==> src/rtl/reset_sequencer_if.sv <==
// Reset-sequencer control/status bundle: clock-lock and reset requests in,
// staged active-low resets plus cause/busy status out.
interface reset_sequencer_if;
  logic       clk_locked;
  logic       sw_rst_req;
  logic       wdt_bark;
  logic       periph_rst_n;
  logic       core_rst_n;
  logic [2:0] rst_cause;
  logic       busy;

  // master: the SoC side that raises requests and consumes the resets
  modport master (
    output clk_locked,
    output sw_rst_req,
    output wdt_bark,
    input  periph_rst_n,
    input  core_rst_n,
    input  rst_cause,
    input  busy
  );

  // slave: the sequencer itself
  modport slave (
    input  clk_locked,
    input  sw_rst_req,
    input  wdt_bark,
    output periph_rst_n,
    output core_rst_n,
    output rst_cause,
    output busy
  );
endinterface

==> src/rtl/reset_sequencer.sv <==
// Staged reset release: peripherals/fabric first, CPU core STAGGER_CYCLES later.
// Re-sequences on software request, watchdog bark or loss of clock lock.
module reset_sequencer #(
  parameter int HOLD_CYCLES    = 16,
  parameter int STAGGER_CYCLES = 8
) (
  input logic               clk,
  input logic               rst,
  reset_sequencer_if.slave  seq
);

  localparam int MAX_CYCLES = (HOLD_CYCLES > STAGGER_CYCLES) ? HOLD_CYCLES : STAGGER_CYCLES;
  localparam int CNT_W      = $clog2(MAX_CYCLES + 1);

  localparam logic [CNT_W-1:0] HOLD_LAST    = CNT_W'(HOLD_CYCLES - 1);
  localparam logic [CNT_W-1:0] STAGGER_LAST = CNT_W'(STAGGER_CYCLES - 1);
  localparam logic [CNT_W-1:0] CNT_ONE      = CNT_W'(1);

  localparam logic [2:0] CAUSE_EXT = 3'b001;
  localparam logic [2:0] CAUSE_SW  = 3'b010;
  localparam logic [2:0] CAUSE_WDT = 3'b100;

  typedef enum logic [1:0] {
    ST_ASSERT     = 2'd0,
    ST_HOLD       = 2'd1,
    ST_REL_PERIPH = 2'd2,
    ST_RUN        = 2'd3
  } state_t;

  state_t           state_reg, state_next;
  logic [CNT_W-1:0] count_reg, count_next;
  logic [2:0]       cause_reg, cause_next;
  logic             periph_rst_n_reg;
  logic             core_rst_n_reg;
  logic             busy_reg;

  always_comb begin
    state_next = state_reg;
    count_next = count_reg;
    cause_next = cause_reg;
    case (state_reg)
      ST_ASSERT: begin
        count_next = '0;
        if (seq.clk_locked) begin
          state_next = ST_HOLD;
        end
      end
      ST_HOLD: begin
        if (!seq.clk_locked) begin
          state_next = ST_ASSERT;
          count_next = '0;
        end else if (count_reg == HOLD_LAST) begin
          state_next = ST_REL_PERIPH;
          count_next = '0;
        end else begin
          count_next = count_reg + CNT_ONE;
        end
      end
      ST_REL_PERIPH: begin
        if (!seq.clk_locked) begin
          state_next = ST_ASSERT;
          count_next = '0;
        end else if (count_reg == STAGGER_LAST) begin
          state_next = ST_RUN;
          count_next = '0;
        end else begin
          count_next = count_reg + CNT_ONE;
        end
      end
      ST_RUN: begin
        count_next = '0;
        // Lock loss takes precedence and is not a recorded cause
        if (!seq.clk_locked) begin
          state_next = ST_ASSERT;
        end else if (seq.wdt_bark) begin
          state_next = ST_ASSERT;
          cause_next = CAUSE_WDT;
        end else if (seq.sw_rst_req) begin
          state_next = ST_ASSERT;
          cause_next = CAUSE_SW;
        end
      end
      default: begin
        state_next = ST_ASSERT;
        count_next = '0;
      end
    endcase
  end

  // Reset outputs are decoded from the next state so they toggle on the same
  // edge as the state that owns them, while remaining plain flops.
  always_ff @(posedge clk) begin
    if (rst) begin
      state_reg        <= ST_ASSERT;
      count_reg        <= '0;
      cause_reg        <= CAUSE_EXT;
      periph_rst_n_reg <= 1'b0;
      core_rst_n_reg   <= 1'b0;
      busy_reg         <= 1'b1;
    end else begin
      state_reg        <= state_next;
      count_reg        <= count_next;
      cause_reg        <= cause_next;
      periph_rst_n_reg <= (state_next == ST_REL_PERIPH) || (state_next == ST_RUN);
      core_rst_n_reg   <= (state_next == ST_RUN);
      busy_reg         <= (state_next != ST_RUN);
    end
  end

  assign seq.periph_rst_n = periph_rst_n_reg;
  assign seq.core_rst_n   = core_rst_n_reg;
  assign seq.rst_cause    = cause_reg;
  assign seq.busy         = busy_reg;

endmodule

==> src/flat_wrapper.sv <==
// flat-port wrapper written by rule: the top's interface ports become plain ports
module reset_sequencer_flat 
#(
  parameter int HOLD_CYCLES    = 16,
  parameter int STAGGER_CYCLES = 8
)
  (clk, rst, seq_clk_locked, seq_sw_rst_req, seq_wdt_bark, seq_periph_rst_n, seq_core_rst_n, seq_rst_cause, seq_busy);
  reset_sequencer_if seq_i ();
  input logic clk;
  input logic rst;
  input wire logic [$bits(seq_i.clk_locked)-1:0] seq_clk_locked;
  input wire logic [$bits(seq_i.sw_rst_req)-1:0] seq_sw_rst_req;
  input wire logic [$bits(seq_i.wdt_bark)-1:0] seq_wdt_bark;
  output wire logic [$bits(seq_i.periph_rst_n)-1:0] seq_periph_rst_n;
  output wire logic [$bits(seq_i.core_rst_n)-1:0] seq_core_rst_n;
  output wire logic [$bits(seq_i.rst_cause)-1:0] seq_rst_cause;
  output wire logic [$bits(seq_i.busy)-1:0] seq_busy;
  assign seq_i.clk_locked = seq_clk_locked;
  assign seq_i.sw_rst_req = seq_sw_rst_req;
  assign seq_i.wdt_bark = seq_wdt_bark;
  assign seq_periph_rst_n = seq_i.periph_rst_n;
  assign seq_core_rst_n = seq_i.core_rst_n;
  assign seq_rst_cause = seq_i.rst_cause;
  assign seq_busy = seq_i.busy;
  reset_sequencer #(.HOLD_CYCLES(HOLD_CYCLES), .STAGGER_CYCLES(STAGGER_CYCLES)) u_core (.clk(clk), .rst(rst), .seq(seq_i));
endmodule
==> config.mk <==
export PLATFORM = sky130hd
export DESIGN_NAME = reset_sequencer_flat
export DESIGN_NICKNAME = d
export VERILOG_FILES = /design/src/rtl/reset_sequencer_if.sv /design/src/rtl/reset_sequencer.sv /design/src/flat_wrapper.sv
export SDC_FILE = /design/constraint.sdc
export NUM_CORES = 1
export LEC_CHECK = 0
export ABC_AREA = 1
export CAP_MARGIN = 20
export CORE_ASPECT_RATIO = 1.4
export CORE_MARGIN = 2
export CORE_UTILIZATION = 25
export DETAILED_ROUTE_END_ITERATION = 7
export PLACE_DENSITY = 0.43
export SLEW_MARGIN = 20
export SYNTH_ARGS = -nofsm -noshare
export SYNTH_HDL_FRONTEND = slang
export SYNTH_SLANG_ARGS = --single-unit
==> constraint.sdc <==
create_clock -name clk -period 2.1 [get_ports clk]
set_clock_uncertainty 0.2 [all_clocks]
set_input_delay 0.42 -clock clk [delete_from_list [all_inputs] [get_ports clk]]
set_output_delay 0.42 -clock clk [all_outputs]
set_load 0.01 [all_outputs]
==> impl_metrics.yaml, run 1 <==
die:
  row_count: 20
  design.core.area_mm2: 0.00223
  num_io_pins: 11
  initial_core_util: 0.268
  dieWidth_um: 45.3
  dieArea_mm2: 0.00280
  die-height_um: 61.8
critical_path:
  crit_type: "reg2out"
  start_kind: "flop"
  critical_path.endpoint_type: "primary output"
  crit_fanout: 1
  cp_slowest_cell: "clkdlybuf4s50_1"
  critical_path_buf_inv_count: 1
  crit_chain: "clkdlybuf4s50_1"
  critPathMaxStageDelay_ps: 530
  crit_required_ps: 1480
  cpLargestDelayFamily: "buffers and inverters"
  crit_arrival_ps: 1150
place:
  hpwl_um: 1020
  portBuffers: 10
  place_congestion: 0.795
  dpl.cell_count: 113
cells_and_area:
  largest_register_ffs: 5
  antenna_cells: 0
  layout.nets: 104
  area_delta_synth_final_pct: 25.8
  drive_gt1_frac: 0.105
  fin_cells: 117
clocking:
  cts_resized: 0
  cts_hold_buffers: 0
  clkLatencyLatePin_ps: 280
  clkTransAtPathRegs_ps: 80
  cts_max_level: 1
  cts_tree: "built"
  cts_sinks: 13
  post_cts_buffers: 0
  cts_max_path_buffers: 2
  root_buffer: "clkbuf_4"
  cts_buffers: 3
synth:
  synth_top_area_frac: 0.436
  synth_compound_area_frac: 0.101
  ys_types: 16
  ys_seq_area_frac: 0.436
  synth-xor-area-share: 0.0147
  synth.most_common_cell: "inv_1"
  synth_top_family_by_area: "simple AND/OR/NAND/NOR gates"
  yosysWarnings: 0
  synth_edf_count: 0
  ys_async_sr_fraction: 0
  synthAdderAreaFrac: 0.0629
  synth_flop_cell: "dfxtp_1"
  synth_top_cell_by_area: "dfxtp_1"
  muxShareOfSynthArea: 0
  synthTopCellsByArea: "dfxtp_1 (44%), inv_1 (9.4%), nand2_1 (8.2%)"
  synthCells: 81
  syn_area_um2: 597
  synth_commonest_cells: "inv_1 (15), dfxtp_1 (13), nand2_1 (13), nor2_1 (11), nand3_1 (8)"
  yosys.area_share.simple: 0.291
  synth_seq_cells: 13
  avgSynthCellArea_um2: 7.37
  synth_nets: 89
global_route:
  grt_max_degree: 8
  busiest_layer: "met2"
  grt_usage: 0.112
  grt_pass1_wl_um: 2180
  gr-total-overflow: 0
  met1_usage: 0.0989
  first_global_vias: 541
  met3_usage: 0.0289
  antenna_found_initial: 0
  grtUsageMet2: 0.216
routing:
  wl_um: 1230
  drt_iter0_drc: 0
  wl_per_cell_um: 10.5
  remaining_drc_errors: 0
  vias_per_cell: 4.56
  vias: 534
  drt_pass1_iterations: 1
  ant_nets: 0
power:
  max-vdd-ir-drop_mv: 0.294
  total_power_uw: 434
  power.density_mw_per_mm2: 579
  power_leakage_uw: 0.000318
timing:
  finalMaxSlewViolations: 0
  min_period_ps: 1770
  finalHoldViolCount: 0
  tightest_slew_ps: 281
  grt_setup_unrepaired: "no"
  setup-tns-final_ps: 0
  period_share: 0.844
  finalSetupViolCount: 0
  slew_headroom: 0.812
  fmax_mhz: 564
job:
  maxCapViolCount: 0
run_status:
  status: "complete, no violations"
min_path:
  hp-class: "reg2reg"
power breakdown:
| group | total (uW) | switching [uW] | internal, uW |
|---|---|---|---|
| sequential | 251 | 2.84 | 248 |
| combinational | 27.2 | 15.4 | 11.8 |
| clock | 156 | 82.3 | 73.8 |
worst paths after layout:
path,startpoint,to,slack [ps],depth (start not counted)
min,u_core.count_reg[0]$_SDFF_PP0_,u_core.count_reg[0]$_SDFF_PP0_,250,1
max,u_core.seq.periph_rst_n$_SDFF_PP0_,seq_periph_rst_n,330,1
max reg2reg,u_core.count_reg[0]$_SDFF_PP0_,u_core.state_reg[0]$_SDFF_PP0_,390,11
min reg2reg,u_core.count_reg[0]$_SDFF_PP0_,u_core.count_reg[0]$_SDFF_PP0_,250,1
area by class of cell:
type | instances | area [um2]
fillers | 225 | 1480
multi-input cells | 53 | 280
flip-flops and latches | 13 | 260
repair buffers | 10 | 100
inverters | 15 | 56.3
well taps | 22 | 27.5
clock buffers | 4 | 26.3
cell families after synthesis:
kind of cell	Yosys count
compound gates	10
xor+xnor	1
fa+ha+maj	3
buf+inv	15
flops	13
simple gates	39
layer usage:
layer | vias to the layer above | routed length (um)
met5 | - | 0
met4 | 0 | 25
met3 | 4 | 42
met2 | 9 | 725
met1 | 241 | 434
li1 | 280 | -
placed cells by master, fill, tap and decap left out:
| cell | Yosys | final |
|---|---|---|
| ha_1 | 3 | 3 |
| clkbuf_4 | 0 | 3 |
| o21ai_2 | 1 | 1 |
| nor3_1 | 1 | 1 |
| nand2_2 | 2 | 2 |
| a21oi_1 | 5 | 5 |
| inv_1 | 15 | 15 |
| o21bai_1 | 1 | 1 |
| dfxtp_1 | 13 | 13 |
| a21oi_2 | 1 | 1 |
| clkbuf_1 | 0 | 1 |
| nand3_1 | 8 | 8 |
| nand2_1 | 13 | 13 |
| nor2_1 | 11 | 11 |
| o21ai_0 | 2 | 2 |
| nor2_2 | 3 | 3 |
| clkdlybuf4s50_1 | 0 | 10 |
| nand3b_1 | 1 | 1 |
| xor2_1 | 1 | 1 |
through the flow:
step	worst slack (ps)	util	hold slack (ps)	area (um2)
final	328	0.337	251	751
after global routing	128	0.337	279	751
after CTS	312	0.337	260	751
after detailed placement	208	0.325	243	724
after global placement	193	0.325	235	724
after floorplan	547	-	217	597
Note: power is estimated with default switching activity, not from simulation.
==> inputs of run 2 (changes only) <==
Settings changed: PLACE_DENSITY 0.43 to 0.45.
Clock period 2.1 ns to 1.54 ns, I/O delays scaled along.
==> impl_metrics.yaml, run 2 (synthesized netlist as in run 1, its figures left out) <==
run_status:
  status: "complete, no violations"
clocking:
  cts_buffers: 3
  cts_tree: "built"
  root_buffer: "clkbuf_4"
  cts_max_path_buffers: 2
  cts_max_level: 1
  cts_sinks: 13
  clkTransAtPathRegs_ps: 80
  clkLatencyLatePin_ps: 270
global_route:
  antenna_found_initial: 0
  grt_pass1_wl_um: 2150
  first_global_vias: 538
  gr-total-overflow: 0
  grt_max_degree: 8
  grt_usage: 0.106
die:
  design.core.area_mm2: 0.00223
  dieArea_mm2: 0.00280
  initial_core_util: 0.268
  num_io_pins: 11
  dieWidth_um: 45.3
  row_count: 20
  die-height_um: 61.8
place:
  dpl_worst_slack_ps: -190
  placed_area_um2: 810
  place_congestion: 0.716
  portBuffers: 10
  hpwl_um: 1020
  dpl.cell_count: 121
job:
  maxCapViolCount: 0
cells_and_area:
  layout_common_cells: "inv_1 (14), nand2_1 (11), dfxtp_1 (11)"
  largest_register_ffs: 5
  antenna_cells: 0
  layout_commonest_cell: "inv_1"
  drive_gt1_frac: 0.286
  final_area_um2: 887
  fin_cells: 127
  layout.nets: 114
  area_delta_synth_final_pct: 48.6
critical_path:
  worstRegToRegCells: 11
  ff2ff_setup_slack_ps: 10
  crit_arrival_ps: 1510
  crit_type: "reg2reg"
  reg2reg_from: "u_core.count_reg[0]$_SDFF_PP0_"
  cpLargestDelayFamily: "simple AND/OR/NAND/NOR gates"
  crit_fanout: 3
  crit_chain: "ha_4, nand2_4, nor2_4, ha_4, inv_2, nand2_4, nor2_2, nor2_1, nand3_1, nand2_1, inv_1"
  start_kind: "flop"
  critical_path_buf_inv_count: 2
  crit_required_ps: 1520
  critical_path.endpoint_type: "flop"
  critPathMaxStageDelay_ps: 360
  r2r-end: "u_core.state_reg[0]$_SDFF_PP0_"
  cp_slowest_cell: "dfxtp_2"
routing:
  wl_per_cell_um: 9.80
  remaining_drc_errors: 0
  drt_pass1_iterations: 4
  ant_nets: 0
  wl_um: 1250
  drt_iter0_drc: 1
  vias: 563
  vias_per_cell: 4.43
timing:
  period_share: 0.993
  fmax_mhz: 654
  grt_setup_unrepaired: "yes"
  finalMaxSlewViolations: 0
  slew_headroom: 0.787
  finalSetupViolCount: 0
  tightest_slew_ps: 319
  setup-tns-final_ps: 0
  min_period_ps: 1530
  finalHoldViolCount: 0
  worst_slack_ps: 11.5
min_path:
  hp-class: "reg2reg"
  worstHoldStart: "u_core.seq.rst_cause[0]$_SDFFE_PP1P_"
  holdPathEnd: "u_core.seq.rst_cause[0]$_SDFFE_PP1P_"
  hold_depth: 2
power:
  max-vdd-ir-drop_mv: 0.505
  power.density_mw_per_mm2: 681
  power_leakage_uw: 0.000403
[run 2: cell count changes in the layout (fill, tap and decap cells not counted), sizes merged]
cell / before / now
buf: 0 / 10
clkdlybuf4s50: 10 / 4
dlygate4sd2: 0 / 6
[run 2: repair_timing]
action                                  CTS  global route
hold buffers                              0             0
endpoints found under the setup margin   15             6
endpoints found under the hold margin     0             0
setup buffers                             2             0
resized for setup                        15             2
pin swaps                                 8             4
[run 2: routing by layer]
layer,vias up,share of wire,track usage
li1,299,-,-
met4,0,0.010,0.0378
met3,2,0.033,0.0260
met5,-,0,0
met1,252,0.44,0.111
met2,10,0.52,0.202
[run 2: area by class of cell]
type                    count  area, um2
repair buffers             20        171
fillers                   256       1340
clock buffers               4       26.3
flip-flops and latches     13        263
inverters                  15       56.3
well taps                  22       27.5
multi-input cells          53        343
[run 2: worst max path at each step]
| stage | startpoint | to | slack, ps | depth (start not counted) |
|---|---|---|---|---|
| floorplan | u_core.count_reg[1]$_SDFF_PP0_ | u_core.state_reg[0]$_SDFF_PP0_ | 7 | 11 |
| global placement | seq_clk_locked | u_core.seq.busy$_SDFF_PP1_ | -190 | 6 |
| detailed placement | seq_clk_locked | u_core.seq.busy$_SDFF_PP1_ | -190 | 6 |
| CTS | u_core.count_reg[0]$_SDFF_PP0_ | u_core.state_reg[0]$_SDFF_PP0_ | -10 | 11 |
| global route | u_core.count_reg[0]$_SDFF_PP0_ | u_core.count_reg[1]$_SDFF_PP0_ | -60 | 10 |
| finish | u_core.count_reg[0]$_SDFF_PP0_ | u_core.state_reg[0]$_SDFF_PP0_ | 10 | 11 |
[run 2: power breakdown]
part,internal (uW),switching [uW],leakage [uW]
Clock,100,114,0.0000150
Combinational,23.6,23.5,0.000282
Sequential,339,3.91,0.000106
[run 2: worst register-to-register path, cell delays in order (launching register included)]
cell	delay (ps)
dfxtp_2	360
ha_4	150
nand2_4	50
nor2_4	110
ha_4	130
inv_2	40
nand2_4	70
nor2_2	50
nor2_1	80
nand3_1	100
nand2_1	80
inv_1	30
[run 2: through the flow]
stage	power (uW)	utilization	hold slack, ps
after floorplan	368	-	176
after global placement	398	0.363	237
after detailed placement	397	0.363	242
after CTS	616	0.397	253
after global routing	636	0.398	292
final	604	0.398	247
==> inputs of run 3 (changes only) <==
Settings changed: CAP_MARGIN 20 to 10, CTS_BUF_LIST from default to sky130_fd_sc_hd__clkbuf_8, PLACE_DENSITY 0.45 to 0.43.
Clock period 1.54 ns to 1.7 ns, I/O delays scaled along.
==> impl_metrics.yaml, run 3 (synthesized netlist as in run 1, its figures left out) <==
power:
  swShare: 0.219
  power_leakage_uw: 0.000393
  clkPwrFrac: 0.437
  combPwrFrac: 0.061
  power.internal_uw: 484
  power.density_mw_per_mm2: 714
  p_switching_uw: 136
  max-vdd-ir-drop_mv: 0.339
  sequentialPowerShare: 0.502
critical_path:
  crit_required_ps: 1160
  crit_chain: "clkdlybuf4s50_1"
  critical_path.endpoint_type: "primary output"
  cpLargestDelayFamily: "buffers and inverters"
  ff2ff_setup_slack_ps: 80
  crit_arrival_ps: 1110
  crit_fanout: 2
  critical_path_buf_inv_count: 1
  crit_type: "reg2out"
  cp_slowest_cell: "clkdlybuf4s50_1"
  start_kind: "flop"
  critPathMaxStageDelay_ps: 550
routing:
  ant_nets: 0
  wl_per_cell_um: 10.9
  vias: 547
  remaining_drc_errors: 0
  drt_iter0_drc: 7
  wl_um: 1340
  drt_pass1_iterations: 3
  vias_per_cell: 4.45
global_route:
  grt_max_degree: 8
  met1_usage: 0.122
  grtUsageMet2: 0.210
  antenna_found_initial: 0
  gr-total-overflow: 0
  first_global_vias: 535
  grt_usage: 0.115
  met3_usage: 0.0231
  busiest_layer: "met2"
  grt_pass1_wl_um: 2260
place:
  dpl.cell_count: 119
  placed_area_um2: 769
  portBuffers: 10
  hpwl_um: 1090
  place_congestion: 0.842
timing:
  grt_setup_unrepaired: "yes"
  slew_headroom: 0.822
  period_share: 0.971
  finalHoldViolCount: 0
  min_period_ps: 1650
  finalSetupViolCount: 0
  setup-tns-final_ps: 0
  tightest_slew_ps: 266
  finalMaxSlewViolations: 0
  whs_ps: 248
  fmax_mhz: 606
cells_and_area:
  area_delta_synth_final_pct: 45.5
  drive_gt1_frac: 0.257
  fin_cells: 123
  layout.nets: 110
  fill_cells: 246
  final_area_um2: 868
  layout_common_cells: "inv_1 (15), nand2_1 (11), dfxtp_1 (11)"
  layout_commonest_cell: "inv_1"
  largest_register_ffs: 5
  antenna_cells: 0
die:
  num_io_pins: 11
  dieWidth_um: 45.3
  row_count: 20
  design.core.area_mm2: 0.00223
  dieArea_mm2: 0.00280
  initial_core_util: 0.268
  die-height_um: 61.8
min_path:
  hp-class: "reg2reg"
clocking:
  root_buffer: "clkbuf_8"
  clkTransAtPathRegs_ps: 50
  cts_hold_buffers: 0
  cts_buffers: 3
  cts_max_level: 1
  cts_sinks: 13
  cts_tree: "built"
  clkLatencyLatePin_ps: 240
  cts_max_path_buffers: 2
run_status:
  status: "complete, no violations"
job:
  maxCapViolCount: 0
[run 3: cell count changes in the layout (fill, tap and decap cells not counted), moves of 3 or more]
cell	before	now
buf_4	9	5
clkbuf_4	3	0
clkbuf_8	0	3
clkdlybuf4s50_1	4	9
dlygate4sd2_1	6	0
[run 3: timing repair]
item                                    CTS  global route
buffers inserted                          0             1
resized for setup                         3            13
endpoints found under the setup margin    3             7
cloned                                    0             0
pin swaps                                 0             8
[run 3: power groups by stage]
stage / Sequential (uW) / Combinational (uW) / Clock [uW]
after floorplan: 316 / 16.2 / 0
after global placement: 317 / 37.3 / 0
after detailed placement: 317 / 37.2 / 0
after CTS: 310 / 37.9 / 281
after global routing: 311 / 43.6 / 298
final: 311 / 37.8 / 271
[run 3: path summary, 6_finish.rpt]
path / from / endpoint / cells after the start
worst max-delay path: u_core.seq.rst_cause[0]$_SDFFE_PP1P_ / seq_rst_cause[0] / 1
worst min-delay path: u_core.seq.rst_cause[0]$_SDFFE_PP1P_ / u_core.seq.rst_cause[0]$_SDFFE_PP1P_ / 2
worst max register to register: u_core.count_reg[1]$_SDFF_PP0_ / u_core.state_reg[0]$_SDFF_PP0_ / 11
worst min register to register: u_core.seq.rst_cause[0]$_SDFFE_PP1P_ / u_core.seq.rst_cause[0]$_SDFFE_PP1P_ / 2
[run 3: area by class of cell]
| class | count | area (um2) | area share |
|---|---|---|---|
| Clock inverter | 1 | 3.75 | 0.00432 |
| Inverter | 15 | 56.3 | 0.0648 |
| Tap cell | 22 | 27.5 | 0.0317 |
| Clock buffer | 3 | 41.3 | 0.0476 |
| Multi-Input combinational cell | 53 | 325 | 0.375 |
| Sequential cell | 13 | 263 | 0.303 |
| Timing Repair Buffer | 16 | 151 | 0.174 |
[run 3: stage by stage]
stage	total power [uW]	setup slack [ps]	util
finish	620	48.8	0.390
global route	653	-54.0	0.390
CTS	629	25.5	0.370
detailed placement	354	-92.1	0.346
global placement	355	-84.7	0.346
floorplan	333	147	-
[run 3: metal layers]
layer  routed length, um  vias up
li1                    -      291
met1                 542      245
met2                 753        9
met3                  34        2
met4                  12        0
met5                   0        -
==> edit (flow settings as in run 1) <==
`HOLD_CYCLES` is set to 16 in 2 places; all go to 8.
--- a/src/rtl/reset_sequencer.sv
+++ b/src/rtl/reset_sequencer.sv
@@ -1,7 +1,7 @@
 // Staged reset release: peripherals/fabric first, CPU core STAGGER_CYCLES later.
 // Re-sequences on software request, watchdog bark or loss of clock lock.
 module reset_sequencer #(
-  parameter int HOLD_CYCLES    = 16,
+  parameter int HOLD_CYCLES    = 8,
   parameter int STAGGER_CYCLES = 8
 ) (
   input logic               clk,
--- a/src/flat_wrapper.sv
+++ b/src/flat_wrapper.sv
@@ -1,7 +1,7 @@
 // flat-port wrapper written by rule: the top's interface ports become plain ports
 module reset_sequencer_flat 
 #(
-  parameter int HOLD_CYCLES    = 16,
+  parameter int HOLD_CYCLES    = 8,
   parameter int STAGGER_CYCLES = 8
 )
   (clk, rst, seq_clk_locked, seq_sw_rst_req, seq_wdt_bark, seq_periph_rst_n, seq_core_rst_n, seq_rst_cause, seq_busy);
Behaviour: not the same (Yosys sat finds a counterexample within 10 cycles, from zero or initial values and one cycle with rst high).
==> edit against run 1 <==
Non-clock buffer count is the same; area after synthesis shrank 3.6%; sequential cell count shrank 1; worst setup slack lost 0.0033 ns; routed wire length shrank 3.0%; cell count shrank 6.0%; final area shrank 1.5%.
Power is not compared: it rests on default switching activity, and its combinational part moved more than twofold at a synthesized area within 25%.
==> edit: results (changes against run 1) <==
Worst hold path
  • Worst hold path depth: 2 (+1)
  • HP Class: reg -> reg

Placed design
  • DP Wirelength: 934 um (-8.6%)
  • Placed cell areas: 703 um^2 (-2.9%)
  • Worst slack, placed: 0.274 ns (+0.0653 ns)
  • Gp weighted congestion: 0.721 (-9.3%)
  • Number of port buffers: 10 (unchanged)

Yosys
  • Mapped Nets: 84 (-5.6%)
  • Ys flop type: dfxtp_1
  • Post-Syn Area: 576 um^2 (-3.6%)
  • Fraction of registers with async set/reset: 0% (unchanged)
  • Most frequent cells after synthesis: dfxtp_1, nand2_1, inv_1
  • Total of warnings raised by yosys: 0 (unchanged)
  • Seq/Total Area, Yosys: 41.7% (-1.9 points)
  • Unique cell type count in the Yosys netlist: 16 (unchanged)
  • Dominant cells by area after synthesis: dfxtp_1, ha_1, nand2_1, nand3_1, inv_1

Power and ir drop
  • Static Leak: 0.000319 uW
  • Switching share of power: 28.7%
  • VDD IR max: 369 uV

Clock network
  • Clock transition at the registers of the reported paths: 0.07 ns
  • Inserted Clock Buffers: 3 (unchanged)
  • CTS max path bufs: 2 (unchanged)
  • Clk_lat worst skew: 0.27 ns
  • H-tree Lvls: 1 (unchanged)
  • Clock root buffer master: clkbuf_4
  • Postcts setup bufs: 0 (unchanged)
  • Post-cts gate resize count: 0 (unchanged)

Route
  • Vias post-DR: 498 (-6.7%)
  • Initial drt markers: 5 (+5)
  • Drt pass-1 iters: 4 (+3)
  • Final wirelength: 1190 um (-3.0%)

Global route
  • Largest net degree at the start of global routing: 8 (unchanged)
  • Initial antenna violation count: 0 (unchanged)
  • Number of global-route vias before repair: 520 (-3.9%)
  • Total GRT Usage: 10.8% (-0.41 points)
  • First-pass GRT wire length: 2130 um (-2.5%)

Cells and area
  • Antenna diodes: 0 (unchanged)
  • Fin nets: 99 (-4.8%)
  • Layout cells sized above 1: 12.5% (+2.0 points)
  • Layout fillers: 243 (+8.0%)
  • Max reg flops: 4 (-1)

Worst setup path
  • Slowest cell on crit path: clkdlybuf4s50_1
  • Worst Path Arrival: 1.16 ns
  • Reg2Reg Depth: 8 (-3)
  • Largest stage delay, worst path: 0.54 ns
  • CP top delay family: buffers and inverters
  • Critical-path maximum fanout: 2 (+1)

STA
  • Max_slew headroom: 82.7% (+1.5 points)

Run status
  • Run status: complete, no violations
## edit: cell types whose count changed after synthesis, sizes merged, moves of 2 or more
cell,before,now
nand4,0,3
nor2,14,9
ha,3,5
inv,15,12
## edit: worst paths after layout
kind / start / endpoint / slack, ns
worst max-delay path: u_core.seq.rst_cause[2] / seq_rst_cause[2] / 0.32
worst min register to register: u_core.seq.rst_cause[0] / u_core.seq.rst_cause[0] / 0.25
worst min-delay path: u_core.seq.rst_cause[0] / u_core.seq.rst_cause[0] / 0.25
worst max register to register: u_core.state_reg[0] / u_core.seq.core_rst_n / 0.54
## edit: metal layers
layer / GRT usage, % / share of wire, %
met1: 12.3 / 47
met2: 17.2 / 48
met3: 2.98 / 3.9
met4: 7.79 / 1.4
met5: 0 / 0
## edit: logic make-up (layout without fill, tap and decap cells)
kind of cell	count (synthesis)	in the layout	synth area share, %
AND/OR/NAND/NOR	36	36	30.4
flip-flops	12	12	41.7
buffers and inverters	12	26	7.83
AO/OA/AOI/OAI	8	8	7.61
adder cells (fa/ha/maj)	5	5	10.9
XOR/XNOR	1	1	1.52
## edit: stage by stage
stage / utilization (%) / cells
floorplan: - / 74
finish: 34.0 / 110
CTS: 34.0 / 110
detailed placement: 32.3 / 106
global route: 34.0 / 110
global placement: 32.3 / 106
## edit: final cells by class
cell class	count	area share [%]
multi-input cells	50	39.3
inverters	12	6.09
clock buffers	4	4.91
flip-flops and latches	12	32.5
well taps	22	3.72
repair buffers	10	13.5
## edit: power by group through the flow
stage / registers [uW] / clock network, uW / logic (uW)
detailed placement: 264 / 0 / 134
finish: 258 / 181 / 134
global route: 261 / 201 / 153
global placement: 264 / 0 / 136
floorplan: 266 / 0 / 84.2
CTS: 259 / 189 / 136
## edit: worst register-to-register path: stages (launching register included)
cell	delay, ns
dfxtp_1	0.39
inv_2	0.09
ha_1	0.24
nor2_1	0.18
a21oi_1	0.09
nand2_1	0.08
nand2_2	0.06
nand2_2	0.08
nor2_2	0.04
